==> src/rtl/sram_axi_master_pkg.sv <==
// Shared AXI3 channel widths and encodings for the SRAM-style AXI initiator.
package sram_axi_master_pkg;

  localparam int unsigned Larid   = 4;
  localparam int unsigned Laraddr = 32;
  localparam int unsigned Lrdata  = 32;
  localparam int unsigned Lwstrb  = 4;
  localparam int unsigned Llen    = 4;
  localparam int unsigned Lburst  = 2;
  localparam int unsigned Llock   = 2;
  localparam int unsigned Lcache  = 4;
  localparam int unsigned Lprot   = 3;
  localparam int unsigned Lresp   = 2;

  localparam int unsigned AXI_SIZE_W = 3;
  localparam logic [Lburst-1:0] AXI_BURST_INCR = 2'b01;
  localparam logic [Lresp-1:0]  AXI_RESP_OKAY  = 2'b00;

  // Request captured on accept; drives the AR/AW/W payloads for the whole transaction.
  typedef struct packed {
    logic [Laraddr-1:0] addr;
    logic [1:0]         size;
    logic [Lrdata-1:0]  wdata;
    logic [Lwstrb-1:0]  wstrb;
  } req_payload_t;

endpackage

==> src/rtl/sram_axi_master.sv <==
// Simple req/addr_ok/data_ok memory port to single-beat AXI3 reads and writes,
// one transaction outstanding at a time.
module sram_axi_master
  import sram_axi_master_pkg::*;
#(
  parameter logic [Larid-1:0] ID = '0
) (
  input  logic                  aclk,
  input  logic                  aresetn,
  input  logic                  req,
  input  logic                  wr,
  input  logic [1:0]            size,
  input  logic [Laraddr-1:0]    addr,
  input  logic [Lrdata-1:0]     wdata,
  input  logic [Lwstrb-1:0]     wstrb,
  output logic                  addr_ok,
  output logic                  data_ok,
  output logic [Lrdata-1:0]     rdata,
  output logic                  err,
  output logic [Larid-1:0]      m_arid,
  output logic [Laraddr-1:0]    m_araddr,
  output logic [Llen-1:0]       m_arlen,
  output logic [AXI_SIZE_W-1:0] m_arsize,
  output logic [Lburst-1:0]     m_arburst,
  output logic [Llock-1:0]      m_arlock,
  output logic [Lcache-1:0]     m_arcache,
  output logic [Lprot-1:0]      m_arprot,
  output logic                  m_arvalid,
  input  logic                  m_arready,
  input  logic [Larid-1:0]      m_rid,
  input  logic [Lrdata-1:0]     m_rdata,
  input  logic [Lresp-1:0]      m_rresp,
  input  logic                  m_rlast,
  input  logic                  m_rvalid,
  output logic                  m_rready,
  output logic [Larid-1:0]      m_awid,
  output logic [Laraddr-1:0]    m_awaddr,
  output logic [Llen-1:0]       m_awlen,
  output logic [AXI_SIZE_W-1:0] m_awsize,
  output logic [Lburst-1:0]     m_awburst,
  output logic [Llock-1:0]      m_awlock,
  output logic [Lcache-1:0]     m_awcache,
  output logic [Lprot-1:0]      m_awprot,
  output logic                  m_awvalid,
  input  logic                  m_awready,
  output logic [Larid-1:0]      m_wid,
  output logic [Lrdata-1:0]     m_wdata,
  output logic [Lwstrb-1:0]     m_wstrb,
  output logic                  m_wlast,
  output logic                  m_wvalid,
  input  logic                  m_wready,
  input  logic [Larid-1:0]      m_bid,
  input  logic [Lresp-1:0]      m_bresp,
  input  logic                  m_bvalid,
  output logic                  m_bready
);

  typedef enum logic [2:0] {S_IDLE, S_AR, S_R, S_W, S_B} state_e;

  state_e             state_q, state_d;
  req_payload_t       pl_q, pl_d;
  logic               arvalid_q, arvalid_d;
  logic               awvalid_q, awvalid_d;
  logic               wvalid_q, wvalid_d;
  logic               rready_q, rready_d;
  logic               bready_q, bready_d;
  logic               aw_done_q, aw_done_d;
  logic               w_done_q, w_done_d;
  logic               data_ok_q, data_ok_d;
  logic               err_q, err_d;
  logic [Lrdata-1:0]  rdata_q, rdata_d;
  logic               aw_fin_c, w_fin_c;
  logic               unused_ok;

  // Write-address/data completion including a handshake happening this cycle.
  assign aw_fin_c = aw_done_q | (awvalid_q & m_awready);
  assign w_fin_c  = w_done_q  | (wvalid_q  & m_wready);
  assign addr_ok  = (state_q == S_IDLE) & req;

  always_comb begin
    state_d   = state_q;
    pl_d      = pl_q;
    arvalid_d = arvalid_q;
    awvalid_d = awvalid_q;
    wvalid_d  = wvalid_q;
    rready_d  = rready_q;
    bready_d  = bready_q;
    aw_done_d = aw_done_q;
    w_done_d  = w_done_q;
    data_ok_d = 1'b0;
    err_d     = err_q;
    rdata_d   = rdata_q;
    case (state_q)
      S_IDLE: begin
        if (req) begin
          pl_d.addr  = addr;
          pl_d.size  = size;
          pl_d.wdata = wdata;
          pl_d.wstrb = wstrb;
          if (wr) begin
            state_d   = S_W;
            awvalid_d = 1'b1;
            wvalid_d  = 1'b1;
          end else begin
            state_d   = S_AR;
            arvalid_d = 1'b1;
          end
        end
      end
      S_AR: begin
        if (m_arready) begin
          arvalid_d = 1'b0;
          rready_d  = 1'b1;
          state_d   = S_R;
        end
      end
      S_R: begin
        if (m_rvalid) begin
          rready_d  = 1'b0;
          rdata_d   = m_rdata;
          err_d     = (m_rresp != AXI_RESP_OKAY);
          data_ok_d = 1'b1;
          state_d   = S_IDLE;
        end
      end
      S_W: begin
        awvalid_d = awvalid_q & ~m_awready;
        wvalid_d  = wvalid_q & ~m_wready;
        if (aw_fin_c && w_fin_c) begin
          aw_done_d = 1'b0;
          w_done_d  = 1'b0;
          bready_d  = 1'b1;
          state_d   = S_B;
        end else begin
          aw_done_d = aw_fin_c;
          w_done_d  = w_fin_c;
        end
      end
      S_B: begin
        if (m_bvalid) begin
          bready_d  = 1'b0;
          err_d     = (m_bresp != AXI_RESP_OKAY);
          data_ok_d = 1'b1;
          state_d   = S_IDLE;
        end
      end
      default: state_d = S_IDLE;
    endcase
  end

  always_ff @(posedge aclk or negedge aresetn) begin
    if (!aresetn) begin
      state_q   <= S_IDLE;
      pl_q      <= '0;
      arvalid_q <= 1'b0;
      awvalid_q <= 1'b0;
      wvalid_q  <= 1'b0;
      rready_q  <= 1'b0;
      bready_q  <= 1'b0;
      aw_done_q <= 1'b0;
      w_done_q  <= 1'b0;
      data_ok_q <= 1'b0;
      err_q     <= 1'b0;
      rdata_q   <= '0;
    end else begin
      state_q   <= state_d;
      pl_q      <= pl_d;
      arvalid_q <= arvalid_d;
      awvalid_q <= awvalid_d;
      wvalid_q  <= wvalid_d;
      rready_q  <= rready_d;
      bready_q  <= bready_d;
      aw_done_q <= aw_done_d;
      w_done_q  <= w_done_d;
      data_ok_q <= data_ok_d;
      err_q     <= err_d;
      rdata_q   <= rdata_d;
    end
  end

  assign data_ok   = data_ok_q;
  assign err       = err_q;
  assign rdata     = rdata_q;

  assign m_arid    = ID;
  assign m_araddr  = pl_q.addr;
  assign m_arlen   = '0;
  assign m_arsize  = {1'b0, pl_q.size};
  assign m_arburst = AXI_BURST_INCR;
  assign m_arlock  = '0;
  assign m_arcache = '0;
  assign m_arprot  = '0;
  assign m_arvalid = arvalid_q;
  assign m_rready  = rready_q;

  assign m_awid    = ID;
  assign m_awaddr  = pl_q.addr;
  assign m_awlen   = '0;
  assign m_awsize  = {1'b0, pl_q.size};
  assign m_awburst = AXI_BURST_INCR;
  assign m_awlock  = '0;
  assign m_awcache = '0;
  assign m_awprot  = '0;
  assign m_awvalid = awvalid_q;

  assign m_wid     = ID;
  assign m_wdata   = pl_q.wdata;
  assign m_wstrb   = pl_q.wstrb;
  assign m_wlast   = 1'b1;
  assign m_wvalid  = wvalid_q;
  assign m_bready  = bready_q;

  // Response IDs and rlast carry no information for single-beat, single-outstanding traffic.
  assign unused_ok = ^{m_rid, m_rlast, m_bid};

endmodule

==> config.mk <==
export PLATFORM = sky130hd
export DESIGN_NAME = sram_axi_master
export DESIGN_NICKNAME = d
export VERILOG_FILES = /design/src/rtl/sram_axi_master_pkg.sv /design/src/rtl/sram_axi_master.sv
export SDC_FILE = /design/constraint.sdc
export NUM_CORES = 1
export LEC_CHECK = 0
export ABC_AREA = 1
export CORE_AREA = 2 2 123 125
export DETAILED_ROUTE_END_ITERATION = 8
export DIE_AREA = 0 0 125 127
export PLACE_DENSITY = 0.77
export SYNTH_ARGS = -nofsm -noshare
export SYNTH_HDL_FRONTEND = slang
export SYNTH_SLANG_ARGS = --single-unit
==> constraint.sdc <==
create_clock -name aclk -period 1.65 [get_ports aclk]
set_input_delay 0.33 -clock aclk [delete_from_list [all_inputs] [get_ports aclk]]
set_output_delay 0.33 -clock aclk [all_outputs]
set_load 0.01 [all_outputs]
# Word level (Yosys, flattened, before mapping)
# Index checks and enable logic that the tools add are counted.
# word_totals
ff_bits	114
output_inout_bits	189
inputBits	124
# op_classes
n_bitwise	9
reduce_logical	17
mux	29
eq_ne	11
# ops
op	n
$mux 1	15
$mux 3	5
$pmux 3 s5	1
$ne 2x2->1 const B	7
$pmux 1 s2	7
$reduce_bool 2->1	7
$reduce_and 3->1	4
$eq 3x2->1 const B	2
$and 1x1->1	5
$reduce_and 5->1	1
$reduce_and 2->1	2
$reduce_and 4->1	1
$eq 3x1->1 const B	1
$eq 3x3->1 const B	1
$logic_not 3->1	1
$mux 2	1
$not 1->1	2
$or 1x1->1	2
$logic_and 1x1->1	1

# Depth between registers and ports, before layout
# depth
word_depth	5
depth_mapped	8
ltp_nobuf	7

# Least setup slack after synthesis
# No wires, ideal clock.
# synth_path
path_kind	register to output
startpoint	register state_q[1]
endpoint	output port addr_ok
arrival_ns	1.065
path_stages_with_launch	5
slack_ns	0.255
path_cell_list	dfrtp_1 nor2_2 nand2_1 nor2_4 buf_4
# synth_between
elab_chain_cells	2
# synth_rtl
item	line_no	text
start, declared	sram_axi_master.sv:60	state_e state_q, state_d;
start signal, assigned	sram_axi_master.sv:166	state_q <= state_d;
$logic_not 3->1	sram_axi_master.sv:78	assign addr_ok = (state_q == S_IDLE) & req;
$and 1x1->1	sram_axi_master.sv:78	
end, declared	sram_axi_master.sv:16	output logic addr_ok,
# No other way between the ends.

# Worst setup path after layout
# layout_path
startpoint	register bready_q (netlist: m_bready)
endpoint	output port m_bready
# layout_rtl
item	line_no	text
start, declared	sram_axi_master.sv:66	logic bready_q, bready_d;
start signal, assigned	sram_axi_master.sv:172	bready_q <= bready_d;
end, declared	sram_axi_master.sv:55	output logic m_bready
# No word-level cell between the ends.

==> metrics <==
Initial DRT Pass Iterations=4; die area=0.01588 mm^2; crit-path cells=clkdlybuf4s50_1; HP Class=primary input to asynchronous set/reset pin; Yosys top cell by area=dfrtp_1; Antenna Cells=0; Reg clk slew, reported paths=0.05 ns; final wirelength=13.51 mm; Via Count=4,372; pwr dens=1831 mW/mm^2; Max VDD drop=0.7352 mV; RSZ-0062 raised after global routing=true; top-level I/O count=313; synth top area cells=dfrtp_1 (56%), nand2_1 (20%), buf_4 (13%); Worst Setup End Kind=output port; Critical Path RT=1.32 ns; initial antenna violation count=0; yosys warns=0; post-detailed-route wirelength per cell=13.12 um; Crit Path Class=flop to output port; Tmin final=1.600 ns; Tot GR Track Use=0.1716; crit-path max FO=2; Syn Inst Count=596; Leak=4.552 nW; status=finished clean; reg2reg start=state_q[2]; WHS=0.3731 ns; nets=958; Seq/Total Area, Yosys=0.5560; worst reg2reg setup slack=0.20 ns; first-pass GRT wire length=21.27 mm; Netlist cell types=21; met3 usage=0.07245; Die W=125 um; Max Cap Viol=0; count of pins over their slew limit=0; # DRC=0; clock latency on the worst-skew pair=0.41 ns; final setup vio count=0; number of DRC markers in iteration 0=166; CTS Buf Count=17; PortBufs=258; Seq cells post-synth=114; final setup margin=0.05009 ns; Slowest-stage cell, CP=clkdlybuf4s50_1; worst path bufs/invs=1; Post CTS Setup Buffer Count=0; vias in the first global route=4,206; Root Driver=clkbuf_16; CTS max path bufs=2; core area=0.01442 mm^2; Most Crowded Layer GR=met2; Die H=127 um; TritonCTS clock tree=done; final hold vios=0; reg2reg end=m_araddr[13]; post-place setup slack=-0.3051 ns; top-area cell type share of the netlist area=0.5560; fmax=0.6250 GHz; Arr. time, crit path=1.27 ns; R2R depth=7; dpl cells=998; met2 Use GR=0.2887; grt ovf=0; CP top delay family=buffers and inverters; antenna viol nets, final=0; row cnt=44; Area Overhead vs Synth=57.55%; Final Power=0.01480 W; H-Tree Depth=4; CTS Sinks=114; CP startpoint kind=flop; syn_area_per_cell=8.609 um^2; routability congestion estimate=0.7718; CP peak stage delay=0.53 ns; routing usage on met1=0.1928; Synth Cell Area=0.005131 mm^2; layout cell share with drive strength beyond 1=0.06619; largest net degree at the start of global routing=59; Final HPWL DP=10.07 mm; Setup Skew=0.007705 ns; period utilization=0.9696; initial core utilization=0.3557; Final Non-Filler Cells=1,030; Avg Vias per Cell=4.245
metal layers:
metal	vias to the layer above	share of wire	routed length, um
li1	2155	-	-
met3	21	0.097	1309
met5	-	0	0
met1	1980	0.40	5419
met4	0	0.022	291
met2	216	0.48	6492
through the flow:
step           setup TNS (ns)    util  cell area, um^2
3_3_place_gp           -13.63  0.5238             7555
4_1_cts                     0  0.5570             8034
3_5_place_dp           -12.21  0.5238             7555
2_1_floorplan               0       -             5293
6_report                    0  0.5605             8084
5_1_grt             -0.009010  0.5605             8084
how the worst max path moves through the flow:
stage | start | to | slack, ns | cells past startpoint
global route | state_q[2] | addr_ok | -0.009 | 4
floorplan | state_q[1] | addr_ok | 0.26 | 4
CTS | rdata[12] | rdata[12] | 0.0004 | 1
finish | m_bready | m_bready | 0.05 | 1
detailed placement | req | addr_ok | -0.31 | 4
global placement | req | addr_ok | -0.31 | 4
sequential cells by signal (all words and copies together) (netlist names), 2 cells and up:
signal / cells
m_wdata: 32
m_wstrb: 4
m_arsize: 2
state_q: 3
rdata: 32
m_araddr: 32
power breakdown:
part	total [W]	internal [W]	switching [W]	leakage, nW
clock	0.00386	0.00263	0.00124	0.309
combinational	0.00607	0.00286	0.00321	2.83
sequential	0.00487	0.00412	0.000751	1.41
total	0.0148	0.00961	0.00519	4.55
area by class of cell:
| cell class | instances | area (um^2) |
|---|---|---|
| fillers | 1362 | 6340 |
| inverters | 46 | 175.2 |
| repair buffers | 276 | 2683 |
| multi-input cells | 379 | 1516 |
| clock inverters | 10 | 156.4 |
| clock buffers | 21 | 470.5 |
| well taps | 184 | 230.2 |
| flip-flops and latches | 114 | 2853 |
Yosys cell counts (all sizes together):
library cell and number:
a21boi 1, a21oi 3, buf 97, clkbuf 3
conb 2, dfrtp 114, inv 46, nand2 267
nand3 7, nand4 1, nor2 12, nor3 2
o21ai 40, o22ai 1
cell families after synthesis:
group | count (synthesis) | share of synthesized area
compound gates | 45 | 0.04462
simple gates | 289 | 0.2165
flops | 114 | 0.5560
other cells | 2 | 0.001464
buf+inv | 146 | 0.1814
what timing repair did:
| item | 4_1_cts | 5_1_grt |
|---|---|---|
| endpoints found under the hold margin | 23 | 0 |
| resized for setup | 129 | 19 |
| endpoints found under the setup margin | 127 | 53 |
| hold buffers | 1 | 0 |
| pin swaps | 0 | 1 |
cells in the final DEF (no fill, tap or decap), types with 2 or more instances in the layout:
cell type / count
clkdlybuf4s50_1: 116
buf_6: 2
o21ai_0: 37
nand2_1: 266
conb_1: 45
buf_4: 11
inv_1: 44
dlymetal6s2s_1: 16
dlygate4sd2_1: 124
nor2_1: 9
nor2_2: 2
nor3_1: 2
clkinv_2: 4
nand3_1: 6
buf_12: 6
clkbuf_8: 3
bufinv_16: 4
dfrtp_1: 114
clkbuf_16: 17
a21oi_1: 3
o21ai_1: 3
(Power assumes the default switching activity.)
